[config.mk]
export PLATFORM = sky130hd
export DESIGN_NAME = adc_sample_unpacker
export DESIGN_NICKNAME = d
export VERILOG_FILES = /design/src/rtl/adc_sample_unpacker.sv
export SDC_FILE = /design/constraint.sdc
export NUM_CORES = 1
export LEC_CHECK = 0
export CORE_ASPECT_RATIO = 1.2
export CORE_MARGIN = 5
export CORE_UTILIZATION = 56
export DETAILED_ROUTE_END_ITERATION = 16
export GPL_TIMING_DRIVEN = 0
export PLACE_DENSITY_LB_ADDON = 0.25
export SYNTH_ARGS = -nofsm -noshare
export SYNTH_HDL_FRONTEND = slang
export SYNTH_SLANG_ARGS = --single-unit
[constraint.sdc]
create_clock -name adc_sampleclk -period 9.2 [get_ports adc_sampleclk]
set_input_delay 1.38 -clock adc_sampleclk [delete_from_list [all_inputs] [get_ports adc_sampleclk]]
set_output_delay 1.38 -clock adc_sampleclk [all_outputs]
set_load 0.02 [all_outputs]
[src/rtl/adc_sample_unpacker.sv]
// ---------------------------------------------------------------------------
// adc_sample_unpacker
//
// Replays packed ADC tuples from a first-word-fall-through FIFO as a stream of
// single samples. Each 32-bit FIFO word is {or, trig, s2, s1, s0}. One word
// becomes three consecutive samples (s0, s1, s2), one per adc_sampleclk cycle.
// A playback covers a programmed number of words. It is started and ended by
// a level go/done handshake.
//
// Ports:
//   adc_sampleclk  in   block clock
//   ddr_usrreset   in   asynchronous, active-high reset
//   play_go        in   level start; drop to acknowledge done or to abort
//   play_tuples    in   words to replay, latched when playback starts
//   fifo_dout      in   FWFT FIFO head word, valid while fifo_empty = 0
//   fifo_empty     in   FIFO empty flag
//   fifo_rd_en     out  FIFO pop (combinational)
//   sample_out     out  current sample
//   sample_valid   out  sample_out valid this cycle
//   sample_or      out  overrange flag of the word the sample came from
//   sample_trig    out  trigger flag of the word the sample came from
//   play_busy      out  playback running
//   play_done      out  playback complete, waiting for play_go = 0
//   underrun       out  sticky: FIFO was empty when a word was needed
//   tuple_count    out  words fully emitted in the current or last playback
// ---------------------------------------------------------------------------
module adc_sample_unpacker #(
   parameter int SAMPLE_W = 10,
   parameter int CNT_W    = 32
) (
   input  logic                    adc_sampleclk,
   input  logic                    ddr_usrreset,
   input  logic                    play_go,
   input  logic [CNT_W-1:0]        play_tuples,
   input  logic [3*SAMPLE_W+1:0]   fifo_dout,
   input  logic                    fifo_empty,
   output logic                    fifo_rd_en,
   output logic [SAMPLE_W-1:0]     sample_out,
   output logic                    sample_valid,
   output logic                    sample_or,
   output logic                    sample_trig,
   output logic                    play_busy,
   output logic                    play_done,
   output logic                    underrun,
   output logic [CNT_W-1:0]        tuple_count
);

   localparam int WORD_W = 3*SAMPLE_W + 2;

   typedef enum logic [1:0] {
      IDLE = 2'd0,
      RUN  = 2'd1,
      DONE = 2'd2
   } state_t;

   state_t                   state, state_nxt;
   logic [2:0]               phase;
   // Only s1 and s2 are kept; s0 goes straight from the FIFO head to the output.
   logic [2*SAMPLE_W-1:0]    word_hi;
   logic [CNT_W-1:0]         len;
   logic [CNT_W-1:0]         count_inc;
   logic                     last_word;

   assign count_inc = tuple_count + CNT_W'(1);
   assign last_word = (count_inc == len);

   assign play_busy = (state == RUN);
   assign play_done = (state == DONE);

   always_ff @(posedge adc_sampleclk or posedge ddr_usrreset) begin
      if (ddr_usrreset) state <= IDLE;
      else              state <= state_nxt;
   end

   always_comb begin
      state_nxt  = state;
      fifo_rd_en = 1'b0;
      case (state)
         IDLE: begin
            if (play_go) state_nxt = (play_tuples != '0) ? RUN : DONE;
         end
         RUN: begin
            if (!play_go) begin
               // Abort: no pop in the cycle play_go is seen low.
               state_nxt = IDLE;
            end else begin
               if (phase[0] && !fifo_empty) fifo_rd_en = 1'b1;
               if (phase[2] && last_word)   state_nxt  = DONE;
            end
         end
         DONE: begin
            if (!play_go) state_nxt = IDLE;
         end
         default: state_nxt = IDLE;
      endcase
   end

   // --- sample stage: word capture and sample selection ---
   always_ff @(posedge adc_sampleclk or posedge ddr_usrreset) begin
      if (ddr_usrreset) begin
         phase        <= 3'b001;
         word_hi      <= '0;
         len          <= '0;
         tuple_count  <= '0;
         underrun     <= 1'b0;
         sample_out   <= '0;
         sample_valid <= 1'b0;
         sample_or    <= 1'b0;
         sample_trig  <= 1'b0;
      end else begin
         case (state)
            IDLE: begin
               sample_valid <= 1'b0;
               if (play_go) begin
                  len         <= play_tuples;
                  tuple_count <= '0;
                  underrun    <= 1'b0;
                  phase       <= 3'b001;
               end
            end
            RUN: begin
               if (!play_go) begin
                  // Partial word is dropped; tuple_count keeps what was completed.
                  sample_valid <= 1'b0;
               end else if (phase[0]) begin
                  if (!fifo_empty) begin
                     word_hi      <= fifo_dout[3*SAMPLE_W-1:SAMPLE_W];
                     sample_out   <= fifo_dout[SAMPLE_W-1:0];
                     sample_or    <= fifo_dout[WORD_W-1];
                     sample_trig  <= fifo_dout[WORD_W-2];
                     sample_valid <= 1'b1;
                     phase        <= 3'b010;
                  end else begin
                     sample_valid <= 1'b0;
                     underrun     <= 1'b1;
                  end
               end else if (phase[1]) begin
                  sample_out   <= word_hi[SAMPLE_W-1:0];
                  sample_valid <= 1'b1;
                  phase        <= 3'b100;
               end else begin
                  sample_out   <= word_hi[2*SAMPLE_W-1:SAMPLE_W];
                  sample_valid <= 1'b1;
                  tuple_count  <= count_inc;
                  phase        <= 3'b001;
               end
            end
            default: begin
               sample_valid <= 1'b0;
            end
         endcase
      end
   end

endmodule
After elaboration in Yosys (flattened, before gate mapping)

Cells that the tools add are included.

Bitwise gates (word level): 1
Equal/unequal tests: 13
Muxes and demuxes: 32
Add/subtract/negate cells: 1
Reduce and logical (&&, ||, !) cells: 14

Operators with widths:

| operator              | number |
|---|---|
| $mux 32               | 4 |
| $pmux 32 s2           | 1 |
| $add 32x1->32 const B | 1 |
| $eq 32x32->1          | 1 |
| $reduce_bool 32->1    | 1 |
| $mux 10               | 3 |
| $mux 3                | 5 |
| $ne 2x2->1 const B    | 7 |
| $mux 1                | 11 |
| $mux 2                | 5 |
| $reduce_and 5->1      | 2 |
| $reduce_and 3->1      | 3 |
| $reduce_and 4->1      | 2 |
| $pmux 2 s3            | 1 |
| $pmux 3 s2            | 1 |
| $ne 3x2->1 const B    | 1 |
| $ne 3x3->1 const B    | 1 |
| $eq 2x1->1 const B    | 1 |
| $eq 2x2->1 const B    | 1 |
| $logic_and 1x1->1     | 2 |
| $logic_not 2->1       | 1 |
| $ne 2x1->1 const B    | 1 |
| $pmux 1 s2            | 1 |
| $reduce_and 2->1      | 1 |
| 3 further kinds       | 3 |

Logic and storage cells: 72
Input bits: 68
Bits in registers: 103
Output and inout port bits: 49

Longest topological paths before layout

Word-level depth: 6
Gate-level depth with buffers: 9
Gate-level depth less buffers: 8

Worst setup path before layout

Ideal clock, no wire load.

Kind: input to output
Start: input play_go
End: output fifo_rd_en
Cell stages on the path: 3
Arrival time: 2.487 ns
Required time: 7.820 ns
Buffers on the path: 1
Setup slack: 5.333 ns
Path through: nand2_1 > nor3b_1 > clkbuf_1

Cells in the longest elaborated chain, start to end: 2

RTL lines:

| element     | line | text |
|---|---|---|
| from (decl) | 33   | `input logic play_go,` |
| $mux 1      | 83   | `if (!play_go) begin` |
| $mux 1      | 78   | `case (state)` |
| to (decl)   | 37   | `output logic fifo_rd_en,` |

No other way between the ends.

Worst setup path after layout

Same ends and word-level chain as after synthesis.

==> impl_metrics.py <==
metrics = {
    "timing": {
        "slew_viol_final": 0,
        "finalCritPeriodShare_pct": 59.8,
        "worst_pin_slew_ps": 1210,
        "clock_skew_ps": 5.10,
        "max_freq_ghz": 0.182,
        "fin_crit_ps": 5500,
        "finalSetupTns_ps": 0,
        "rsz0062_at_grt": "no",
        "finalSetupViolCount": 0,
        "timing.slew.headroom_pct": 18.5,
        "report.final.hold_viol_count": 0,
        "layout_setup_ws_ps": 3700,
    },
    "floorplan": {
        "start_util_pct": 56.3,
        "die-area_um2": 12100,
        "core_area_um2": 9910,
        "placementRows": 40,
        "ios": 117,
        "die_h_um": 119,
        "die_x_um": 101,
    },
    "global_routing": {
        "first_global_vias": 5091,
        "overflow": 0,
        "grt_max_degree": 75,
        "grtUsageTotal_pct": 28.3,
        "antenna_found_initial": 0,
        "grt_pass1_wl_mm": 26.8,
    },
    "finish": {
        "nets": 762,
        "layout-drive-gt1-share_pct": 13.5,
        "fillers": 752,
        "multi_input_area_um2": 2830,
        "area_growth_pct": 29.6,
        "diodes": 0,
        "seq_area_um2": 2580,
        "final_area_um2": 7230,
    },
    "drt": {
        "dr.pass1.iters": 5,
        "drt_iter0_markers": 280,
        "drcViolationCount": 0,
        "drtAntennaViolNets": 0,
        "routedWlPerCell_um": 20.3,
        "num_vias": 5083,
        "drt-vias-per-instance": 6.17,
        "drt_wl_total_mm": 16.7,
    },
    "yosys": {
        "synth.avg_cell_area_um2": 9.88,
        "yosys_warnings": 0,
        "synthDistinctLibCells": 57,
        "synthTopCellsByArea": "dfrtp_1 (46%), mux2_2 (11%), o21ai_0 (4.8%)",
        "ys_seq_elements": 103,
        "synth_top_area_share_pct": 45.7,
        "async_reset_ff_share_pct": 100,
        "yosysTopAreaCell": "dfrtp_1",
        "synth_ff_type": "dfrtp_1",
        "synthesis.nets": 634,
        "seq_area_frac_synth_pct": 46.2,
        "netlist_area_um2": 5580,
        "synth_edf_count": 0,
        "syn_inst": 565,
    },
    "power_and_ir_drop": {
        "p_int_mw": 0.963,
        "swShare_pct": 30.7,
        "power_density_nw_per_um2": 192,
        "comb_power_share_pct": 27.2,
        "seq_power_share_pct": 44.7,
        "p_leak_nw": 2.83,
        "ir_worst_vdd_mv": 0.165,
        "p_switching_mw": 0.426,
        "pwr-share-clk_pct": 28.1,
    },
    "hold_path": {
        "min_to": "sample_out[2]",
        "worst_hold_path_type": "flip-flop to flip-flop",
        "min_path_cells": 2,
        "min-delay-start": "sample_out[2]",
    },
    "critical_path": {
        "path_class": "input port to output port",
        "r2r_start": "tuple_count[0]",
        "critical-path-max-stage-delay_ps": 780,
        "cp.arrival_ps": 4120,
        "rr_worst_depth": 8,
        "endpoint_kind": "output port",
        "start_kind": "input port",
        "cp_max_fo": 10,
        "worstReg2RegEnd": "state[0]",
        "rrSetupSlack_ps": 5450,
        "slowest_stage": "nor3b_1",
        "cp_cell_sequence": "clkdlybuf4s50_1 -> nand2_1 -> nor3b_1 -> clkbuf_1 -> clkdlybuf4s50_1",
        "required_ps": 7820,
        "cp_common_cell": "clkdlybuf4s50_1",
        "crit_path_start": "play_go",
    },
    "clock_network": {
        "cts_tree": "yes",
        "clk_latency_ps": 340,
        "post_cts_buffers": 0,
        "clockBufferDepth": 2,
        "cts-resized-gates": 0,
        "cts_buffers": 9,
        "htree_levels": 3,
        "clockRootBuffer": "clkbuf_16",
        "holdBufCountCts": 0,
        "cts_num_sinks": 103,
        "clk_pin_slew_ps": 70,
    },
    "place": {
        "port_buffers": 116,
        "placed_cell_area_um2": 6930,
        "gp_congestion": 0.956,
        "hpwlAfterDp_mm": 12.6,
        "preCtsSetupSlack_ps": 3720,
    },
    "status": {
        "run_status": "complete, no violations",
    },
    "run": {
        "cap_violations": 0,
    },
}
-- critical path, delay by kind of cell --
| kind | cells | cell delay [ps] |
|---|---|---|
| buffers and inverters | 3 | 1820 |
| AND/OR/NAND/NOR | 2 | 920 |
-- cells in the mapped netlist, types with 2 or more instances --
| cell | n |
|---|---|
| dfrtp_1 | 102 |
| mux2_2 | 54 |
| o21ai_0 | 54 |
| nor2_1 | 47 |
| nand2_1 | 46 |
| xnor2_1 | 28 |
| clkbuf_1 | 22 |
| a21oi_1 | 20 |
| nor4_1 | 18 |
| nor3_1 | 15 |
| a31oi_1 | 13 |
| mux2i_1 | 13 |
| nand3_1 | 13 |
| nand4_1 | 13 |
| xor2_1 | 13 |
| o31ai_1 | 9 |
| inv_1 | 7 |
| and3_1 | 6 |
| buf_2 | 6 |
| o41ai_1 | 5 |
| a21o_1 | 4 |
| buf_1 | 4 |
| nor2b_1 | 4 |
| and4_1 | 3 |
| buf_4 | 3 |
| nor3b_1 | 3 |
| or4_1 | 3 |
| a22o_1 | 2 |
| a31o_2 | 2 |
| nand2b_1 | 2 |
| o21a_1 | 2 |
| o21bai_1 | 2 |
| o22ai_1 | 2 |
| or3_1 | 2 |
-- cell type report --
type | instances | share of cell area [%]
inverter | 7 | 0.398
multi-input combinational | 420 | 39.1
clock buffer | 9 | 3.11
buffer | 35 | 2.08
timing repair buffer | 117 | 16.4
clock inverter | 7 | 1.07
sequential | 103 | 35.6
tap | 126 | 2.18
-- state kept, by name (all words and copies together), names as in the netlist --
name and count:
len 32, phase 3, sample_or 1, sample_out 10
sample_trig 1, sample_valid 1, state 2, tuple_count 32
underrun 1, word_hi 20
-- kinds of logic after synthesis --
family                     synth area share [%]
and+or+nand+nor                            17.1
AOI/OAI and AO/OA                          13.7
DFF                                        46.2
muxes                                      13.2
buffers and inverters                      3.16
xor gates and xnor gates                   6.43
adders and majority gates                 0.224
-- stage by stage --
stage | std cells | hold WS (ps) | power [mW] | utilization, %
2_1_floorplan | 565 | 480 | 0.842 | -
3_3_place_gp | 807 | 470 | 0.979 | 69.6
3_5_place_dp | 808 | 477 | 1.00 | 69.9
4_1_cts | 824 | 499 | 1.39 | 73.0
5_1_grt | 824 | 524 | 1.46 | 73.0
6_report | 824 | 507 | 1.39 | 73.0
-- routing by layer --
layer	GRT usage (%)	vias to the layer above	wire (µm)
met5	0	-	0
met3	5.51	46	1100
met4	12.3	0	670
met1	35.2	2470	6390
li1	-	2318	-
met2	47.3	249	8540
-- cell usage in the layout (no fill, tap or decap), types with 2 or more instances in the layout --
master and n:
inv_1 6, nand4_1 13, a21o_1 4, clkbuf_16 9, nand3_1 13, o21ai_0 54, and4_1 3, a22o_1 2
xnor2_1 28, and3_1 6, a31o_2 2, clkbuf_1 22, buf_1 4, a31oi_1 13, buf_2 6, xor2_1 13
a21oi_1 20, nand2_1 46, dfrtp_1 102, nor4_1 18, or4_1 3, o41ai_1 5, o31ai_1 9, mux2_2 54
nor3_1 15, clkdlybuf4s50_1 116, nand2b_1 2, buf_4 3, or3_1 2, nor2_1 47, mux2i_1 13, o21a_1 2
inv_6 3, o21bai_1 2, nor3b_1 3, o22ai_1 2, nor2b_1 4
-- power groups by stage --
stage	logic, mW	registers [mW]	clock network (mW)
2_1_floorplan	0.209	0.633	0
3_3_place_gp	0.359	0.619	0
3_5_place_dp	0.374	0.625	0
4_1_cts	0.379	0.619	0.397
5_1_grt	0.408	0.632	0.416
6_report	0.378	0.621	0.391
-- worst max path at each step --
stage	slack, ps	end
after floorplan	5120	len[0]
after global placement	3710	len[17]
after detailed placement	3720	fifo_rd_en
after CTS	3700	fifo_rd_en
after global routing	3560	fifo_rd_en
final	3700	fifo_rd_en
Power figures use the tool's default switching activity.
